## src/rtl/game_pkg.sv

```systemverilog
// rtl/game_pkg.sv - shared attack codes, state encodings and health limits
package game_pkg;

    localparam logic [7:0] MAX_HEALTH = 8'd100;

    typedef enum logic [1:0] {
        STANDBY = 2'b00,
        LIGHT   = 2'b01,
        HEAVY   = 2'b10
    } attack_e;

    typedef enum logic [0:0] {
        ATK_READY   = 1'b0,
        ATK_BLOCKED = 1'b1
    } attack_state_e;

    typedef enum logic [2:0] {
        ST_IDLE     = 3'd0,
        ST_START    = 3'd1,
        ST_FIGHT    = 3'd2,
        ST_COOLDOWN = 3'd3,
        ST_OVER     = 3'd4
    } state_e;

    // Values above MAX_HEALTH come from 8-bit wrap-around in the mechanics subtraction.
    function automatic logic is_defeated(input logic [7:0] health);
        return (health == 8'd0) || (health > MAX_HEALTH);
    endfunction

endpackage

```

## src/rtl/btn_debounce.sv

```systemverilog
// rtl/btn_debounce.sv - 2-flop synchronizer, debounce counter and registered rising-edge pulse
module btn_debounce #(
    parameter int DEBOUNCE_CYCLES = 4
) (
    input  logic i_clk,
    input  logic i_reset,
    input  logic i_btn,
    output logic o_rise
);

    localparam int CW = $clog2(DEBOUNCE_CYCLES + 1);
    localparam logic [CW-1:0] LAST = CW'(DEBOUNCE_CYCLES - 1);

    logic          sync1_q, sync1_d;
    logic          sync2_q, sync2_d;
    logic          level_q, level_d;
    logic          prev_q,  prev_d;
    logic          rise_q,  rise_d;
    logic [CW-1:0] cnt_q,   cnt_d;

    always_comb begin
        sync1_d = i_btn;
        sync2_d = sync1_q;
        level_d = level_q;
        cnt_d   = '0;
        // Level flips only once DEBOUNCE_CYCLES consecutive samples disagree with it.
        if (sync2_q != level_q) begin
            if (cnt_q == LAST) begin
                level_d = sync2_q;
            end else begin
                cnt_d = cnt_q + CW'(1);
            end
        end
        prev_d = level_q;
        rise_d = level_q & ~prev_q;
    end

    always_ff @(posedge i_clk) begin
        if (i_reset) begin
            sync1_q <= 1'b0;
            sync2_q <= 1'b0;
            level_q <= 1'b0;
            prev_q  <= 1'b0;
            rise_q  <= 1'b0;
            cnt_q   <= '0;
        end else begin
            sync1_q <= sync1_d;
            sync2_q <= sync2_d;
            level_q <= level_d;
            prev_q  <= prev_d;
            rise_q  <= rise_d;
            cnt_q   <= cnt_d;
        end
    end

    assign o_rise = rise_q;

endmodule

```

## src/rtl/attack_input_ctrl.sv

```systemverilog
// rtl/attack_input_ctrl.sv - player attack transmitter: button conditioning, cooldown FSM, match-end detection
module attack_input_ctrl
    import game_pkg::*;
#(
    parameter int DEBOUNCE_CYCLES = 4,
    parameter int LIGHT_COOLDOWN  = 8,
    parameter int HEAVY_COOLDOWN  = 16
) (
    input  logic       i_clk,
    input  logic       i_reset,
    input  logic       i_btn_light,
    input  logic       i_btn_heavy,
    input  logic       i_btn_start,
    input  logic [7:0] i_p1_health,
    input  logic [7:0] i_cpu_health,
    output logic [1:0] o_types,
    output logic       o_start,
    output logic       o_cooldown,
    output logic       o_game_over,
    output logic       o_p1_wins,
    output logic       o_draw,
    output logic [2:0] o_state
);

    localparam int MAX_CD = (LIGHT_COOLDOWN > HEAVY_COOLDOWN) ? LIGHT_COOLDOWN : HEAVY_COOLDOWN;
    localparam int CNT_W  = $clog2(MAX_CD + 1);
    localparam logic [CNT_W-1:0] LIGHT_LOAD = CNT_W'(LIGHT_COOLDOWN - 1);
    localparam logic [CNT_W-1:0] HEAVY_LOAD = CNT_W'(HEAVY_COOLDOWN - 1);

    logic light_rise, heavy_rise, start_rise;

    btn_debounce #(.DEBOUNCE_CYCLES(DEBOUNCE_CYCLES)) u_db_light (
        .i_clk(i_clk), .i_reset(i_reset), .i_btn(i_btn_light), .o_rise(light_rise)
    );
    btn_debounce #(.DEBOUNCE_CYCLES(DEBOUNCE_CYCLES)) u_db_heavy (
        .i_clk(i_clk), .i_reset(i_reset), .i_btn(i_btn_heavy), .o_rise(heavy_rise)
    );
    btn_debounce #(.DEBOUNCE_CYCLES(DEBOUNCE_CYCLES)) u_db_start (
        .i_clk(i_clk), .i_reset(i_reset), .i_btn(i_btn_start), .o_rise(start_rise)
    );

    state_e           state_q, state_d;
    logic [CNT_W-1:0] cnt_q, cnt_d;
    logic             start_cnt_q, start_cnt_d;
    logic [1:0]       types_q, types_d;
    logic             start_q, start_d;
    logic             cooldown_q, cooldown_d;
    logic             over_q, over_d;
    logic             p1_wins_q, p1_wins_d;
    logic             draw_q, draw_d;
    logic             p1_dead, cpu_dead;

    always_comb begin
        p1_dead     = is_defeated(i_p1_health);
        cpu_dead    = is_defeated(i_cpu_health);
        state_d     = state_q;
        cnt_d       = cnt_q;
        start_cnt_d = start_cnt_q;
        p1_wins_d   = p1_wins_q;
        draw_d      = draw_q;
        types_d     = STANDBY;
        cooldown_d  = 1'b0;

        if (start_rise && state_q != ST_START) begin
            state_d     = ST_START;
            cnt_d       = '0;
            start_cnt_d = 1'b0;
            p1_wins_d   = 1'b0;
            draw_d      = 1'b0;
        end else begin
            case (state_q)
                ST_START: begin
                    if (start_cnt_q) begin
                        state_d     = ST_FIGHT;
                        start_cnt_d = 1'b0;
                    end else begin
                        start_cnt_d = 1'b1;
                    end
                end
                ST_FIGHT, ST_COOLDOWN: begin
                    // Defeat outranks both new attacks and the cooldown counter.
                    if (p1_dead || cpu_dead) begin
                        state_d   = ST_OVER;
                        p1_wins_d = cpu_dead & ~p1_dead;
                        draw_d    = cpu_dead & p1_dead;
                    end else if (state_q == ST_COOLDOWN) begin
                        cooldown_d = 1'b1;
                        if (cnt_q == '0) begin
                            state_d = ST_FIGHT;
                        end else begin
                            cnt_d = cnt_q - CNT_W'(1);
                        end
                    end else if (heavy_rise) begin
                        types_d = HEAVY;
                        cnt_d   = HEAVY_LOAD;
                        state_d = ST_COOLDOWN;
                    end else if (light_rise) begin
                        types_d = LIGHT;
                        cnt_d   = LIGHT_LOAD;
                        state_d = ST_COOLDOWN;
                    end
                end
                ST_IDLE, ST_OVER: ;
                default: state_d = ST_IDLE;
            endcase
        end

        start_d = (state_d == ST_START);
        over_d  = (state_d == ST_OVER);
    end

    always_ff @(posedge i_clk) begin
        if (i_reset) begin
            state_q     <= ST_IDLE;
            cnt_q       <= '0;
            start_cnt_q <= 1'b0;
            types_q     <= STANDBY;
            start_q     <= 1'b0;
            cooldown_q  <= 1'b0;
            over_q      <= 1'b0;
            p1_wins_q   <= 1'b0;
            draw_q      <= 1'b0;
        end else begin
            state_q     <= state_d;
            cnt_q       <= cnt_d;
            start_cnt_q <= start_cnt_d;
            types_q     <= types_d;
            start_q     <= start_d;
            cooldown_q  <= cooldown_d;
            over_q      <= over_d;
            p1_wins_q   <= p1_wins_d;
            draw_q      <= draw_d;
        end
    end

    assign o_types     = types_q;
    assign o_start     = start_q;
    assign o_cooldown  = cooldown_q;
    assign o_game_over = over_q;
    assign o_p1_wins   = p1_wins_q;
    assign o_draw      = draw_q;
    assign o_state     = state_q;

endmodule

```

## config.mk

```make
export PLATFORM = sky130hd
export DESIGN_NAME = attack_input_ctrl
export DESIGN_NICKNAME = d
export VERILOG_FILES = /design/src/rtl/game_pkg.sv /design/src/rtl/btn_debounce.sv /design/src/rtl/attack_input_ctrl.sv
export SDC_FILE = /design/constraint.sdc
export NUM_CORES = 1
export LEC_CHECK = 0
export BUFFER_PORTS_ARGS = -buffer_cell sky130_fd_sc_hd__buf_2
export CORE_MARGIN = 2
export CORE_UTILIZATION = 55
export DETAILED_ROUTE_END_ITERATION = 10
export PLACE_DENSITY = 0.81
export SLEW_MARGIN = 20
export SYNTH_ARGS = -nofsm -noshare
export SYNTH_HDL_FRONTEND = slang
export SYNTH_SLANG_ARGS = --single-unit
```

## constraint.sdc

```tcl
create_clock -name i_clk -period 4.05 [get_ports i_clk]
set_input_delay 0.405 -clock i_clk [delete_from_list [all_inputs] [get_ports i_clk]]
set_output_delay 0.405 -clock i_clk [all_outputs]
set_load 0.1 [all_outputs]
```

==> impl_metrics.toml <==
[critical_path]
timing.critical_path.from_type = "register"
arrival_ns = 1.39
crit_path_start = "o_state[1]"
critPathMaxStageDelay_ns = 0.54
worstSetupPathDepth = 1
category_of_cells_accounting_for_the_largest_share_of_critical_path_delay = "flip-flops"
rr_startpoint = "o_state[1]"
worst_setup_path_end_kind = "primary output"
critPathBufInv = 1
critical_path_rt_ns = 3.64
timing.critical_path.slowest_stage_cell = "sky130_fd_sc_hd__dfxtp_1"
crit_chain = "buf_2"
critPathKind = "register to primary output"
path_max_fanout = 10
timing.reg2reg.worst_path_depth = 5
timing.reg2reg.setup_slack_ns = 2.33

[drt]
iteration_count_of_the_initial_detailed_routing_pass = 4
route.detailed.vias_per_inst = 5.572
total_vias_in_the_final_route = 1315
wl_per_cell_um = 13.36
detailedRoute.firstIterationViolations = 42
drc = 0
routed_wl_um = 3153
residual_antenna_violating_net_count_after_detailed_routing = 0

[timing]
rsz0062_at_grt = "false"
summed_negative_setup_slack_over_all_endpoints_ns = 0
finalCritPeriodShare_pct = 44.36
tightest_slew_ns = 0.4950
finalHoldViolCount = 0
timing.fmax_mhz = 556.6
maxSlewHeadroom_pct = 67.23
report.final.slew_viol_count = 0
skew_ns = 0.007286
setup_viol = 0
final.min_clock_period_ns = 1.797

[synth]
synthesis.yosys.warnings = 0
synth.mux.area_fraction_pct = 1.862
synth_seq_area_share_pct = 49.65
post_synthesis_cell_area_sq_mm = 0.001613
synth_fp_nets = 202
netlist.top_cell.by_area = "sky130_fd_sc_hd__dfxtp_1"
yosysUniqueCellTypes = 40
combinational_family_with_the_most_area_after_synthesis = "simple AND/OR/NAND/NOR gates"
synthAdderAreaFrac_pct = 6.206
synth-seq-cells = 40
synth_largest_type_area_fraction_pct = 49.65
synth.avg_cell_area_sq_um = 9.323
syn-instance-count = 173
synth_xor_xnor_area_share_pct = 1.629
synthSimpleGateAreaFrac_pct = 24.52
synth-compound-area-share_pct = 12.18
synth_top_cells_by_area = "sky130_fd_sc_hd__dfxtp_1 50%, sky130_fd_sc_hd__nor2_1 6.3%, sky130_fd_sc_hd__ha_1 6.2%"

[finish]
n_fill_cell = 227
nNetsFinal = 233
post_route_cells_drive_above_1_share_pct = 21.46
commonest_non_fill_non_tap_cells_in_the_layout = "40 x sky130_fd_sc_hd__dfxtp_1, 30 x sky130_fd_sc_hd__buf_2, 27 x sky130_fd_sc_hd__nor2_1"
diodes = 0
flow.area_growth_from_synthesis_pct = 15.44
final_common_cell = "sky130_fd_sc_hd__dfxtp_1"
finish.cell_count_without_fillers = 236

[floorplan]
core_area_sq_mm = 0.002781
dieWidth_um = 58.15
placement_rows = 19
floorplan.die.height_um = 58.15
design.portCount = 31
die-area_sq_mm = 0.003381
initial_core_util_pct = 57.98

[clock_tree]
tritoncts = "done"
worst_skew_pair.late_latency_ns = 0.36
post_cts.repair.setup_buffers = 0
clkSlewWorstSetupHoldPaths_ns = 0.12
number_of_h_tree_branching_levels = 2
post_cts_resized = 0
max-clock-path-buffers = 2
clock_sinks = 40
clock-root-buffer = "sky130_fd_sc_hd__clkbuf_4"
cts_made_buffers = 5
post_cts_hold_buffer_count = 0

[pwr]
leakagePower_nw = 0.7709
ir_worst_vdd_mv = 0.3704
p_per_area_mw_per_mm2 = 384.5
design_power_total_uw = 715.9

[place]
hpwlAfterDp_um = 2269
place.detailed.instances = 228
globalplace.congestion = 0.7663
placement.io_buffers = 30

[min_path]
min_path_cells = 2
hold_path_startpoint = "i_btn_start"
timing.hold.worst.class = "input pin to register"

[global_route]
global_route.usage.total_pct = 21.20
wire_length_of_the_first_global_routing_pass_um = 5340
first_global_vias = 1349
initial_antenna_violation_count = 0
grt_max_degree = 21
grt_remaining_overflow = 0

[job]
drv_cap = 0

[status]
status = "complete, no violations"
logic make-up (layout without fill, tap and decap cells):
| kind of cell | Yosys count | count (layout) |
|---|---|---|
| and+or+nand+nor | 73 | 73 |
| DFF | 40 | 40 |
| AOI/OAI and AO/OA | 31 | 31 |
| buffers and inverters | 15 | 47 |
| adders and majority gates | 8 | 8 |
| xor gates and xnor gates | 3 | 3 |
| muxes | 3 | 3 |
flip-flops by register name (all words and copies together) (netlist names), 2 cells and up:
name and flops:
u_db_start.cnt_q 3, u_db_heavy.cnt_q 3, u_db_light.cnt_q 3, cnt_q 5
o_state 3, o_types 2
metrics by stage:
stage | util [%] | setup WS, ns | cell area, sq um | hold WS [ns]
detailed placement | 63.70 | 2.142 | 1772 | 0.3719
finish | 66.94 | 2.253 | 1862 | 0.2489
global placement | 63.70 | 2.249 | 1772 | 0.3719
floorplan | - | 1.793 | 1613 | 0.3674
global route | 66.94 | 2.162 | 1862 | 0.2351
CTS | 66.94 | 2.255 | 1862 | 0.2405
worst paths after layout:
| path | end |
|---|---|
| setup / recovery | o_state[1] |
| hold / removal | u_db_start.sync1_q |
| setup reg to reg | cnt_q[0] |
| hold reg to reg | u_db_heavy.o_rise |
per-layer routing:
| metal | track usage (%) | share of wire [%] |
|---|---|---|
| met5 | 0 | 0 |
| met4 | 15.95 | 3.5 |
| met3 | 5.357 | 4.9 |
| met2 | 37.50 | 52 |
| met1 | 21.16 | 40 |
worst register-to-register path: stages (launching register included):
cell and delay (ns):
sky130_fd_sc_hd__dfxtp_1 0.54, sky130_fd_sc_hd__nor3b_2 0.32, sky130_fd_sc_hd__o21ai_2 0.13, sky130_fd_sc_hd__o21ai_1 0.21, sky130_fd_sc_hd__nand2_1 0.15, sky130_fd_sc_hd__a221oi_1 0.30
power breakdown:
part / switching [mW] / total (mW) / internal, mW / leakage [nW]
Combinational: 0.0186 / 0.0344 / 0.0157 / 0.399
Clock: 0.132 / 0.280 / 0.148 / 0.0484
Sequential: 0.00324 / 0.401 / 0.398 / 0.324
Total: 0.154 / 0.716 / 0.562 / 0.771
cell usage after synthesis:
cell type / number
sky130_fd_sc_hd__a211oi_1: 2
sky130_fd_sc_hd__a21o_1: 1
sky130_fd_sc_hd__a21oi_1: 7
sky130_fd_sc_hd__a221oi_1: 1
sky130_fd_sc_hd__a22oi_1: 1
sky130_fd_sc_hd__a311oi_1: 1
sky130_fd_sc_hd__a31oi_1: 8
sky130_fd_sc_hd__a41o_1: 1
sky130_fd_sc_hd__and3_1: 1
sky130_fd_sc_hd__and3b_2: 1
sky130_fd_sc_hd__and4b_1: 1
sky130_fd_sc_hd__buf_2: 3
sky130_fd_sc_hd__buf_4: 1
sky130_fd_sc_hd__clkbuf_1: 2
sky130_fd_sc_hd__dfxtp_1: 40
sky130_fd_sc_hd__ha_1: 8
sky130_fd_sc_hd__inv_1: 9
sky130_fd_sc_hd__mux2i_1: 3
sky130_fd_sc_hd__nand2_1: 9
sky130_fd_sc_hd__nand2_2: 1
sky130_fd_sc_hd__nand2b_1: 3
sky130_fd_sc_hd__nand3_1: 1
sky130_fd_sc_hd__nand3b_1: 2
sky130_fd_sc_hd__nand4_1: 1
sky130_fd_sc_hd__nor2_1: 27
sky130_fd_sc_hd__nor2b_1: 12
sky130_fd_sc_hd__nor3_1: 4
sky130_fd_sc_hd__nor3b_1: 2
sky130_fd_sc_hd__nor3b_2: 1
sky130_fd_sc_hd__nor4b_2: 1
sky130_fd_sc_hd__o21ai_0: 4
sky130_fd_sc_hd__o21ai_1: 2
sky130_fd_sc_hd__o21ai_2: 1
sky130_fd_sc_hd__o22a_1: 1
sky130_fd_sc_hd__o22ai_1: 1
sky130_fd_sc_hd__or2b_1: 1
sky130_fd_sc_hd__or3_1: 3
sky130_fd_sc_hd__or3b_4: 1
sky130_fd_sc_hd__or4_1: 1
sky130_fd_sc_hd__xnor2_1: 3
area by class of cell:
| cell class | count | area, sq um | area share [%] |
|---|---|---|---|
| Inverter | 9 | 33.78 | 1.815 |
| Sequential cell | 40 | 800.8 | 43.01 |
| Tap cell | 31 | 38.79 | 2.083 |
| Clock buffer | 6 | 51.30 | 2.755 |
| Clock inverter | 2 | 38.79 | 2.083 |
| Multi-Input combinational cell | 118 | 748.2 | 40.19 |
| Timing Repair Buffer | 30 | 150.1 | 8.064 |
Power figures use the tool's default switching activity.
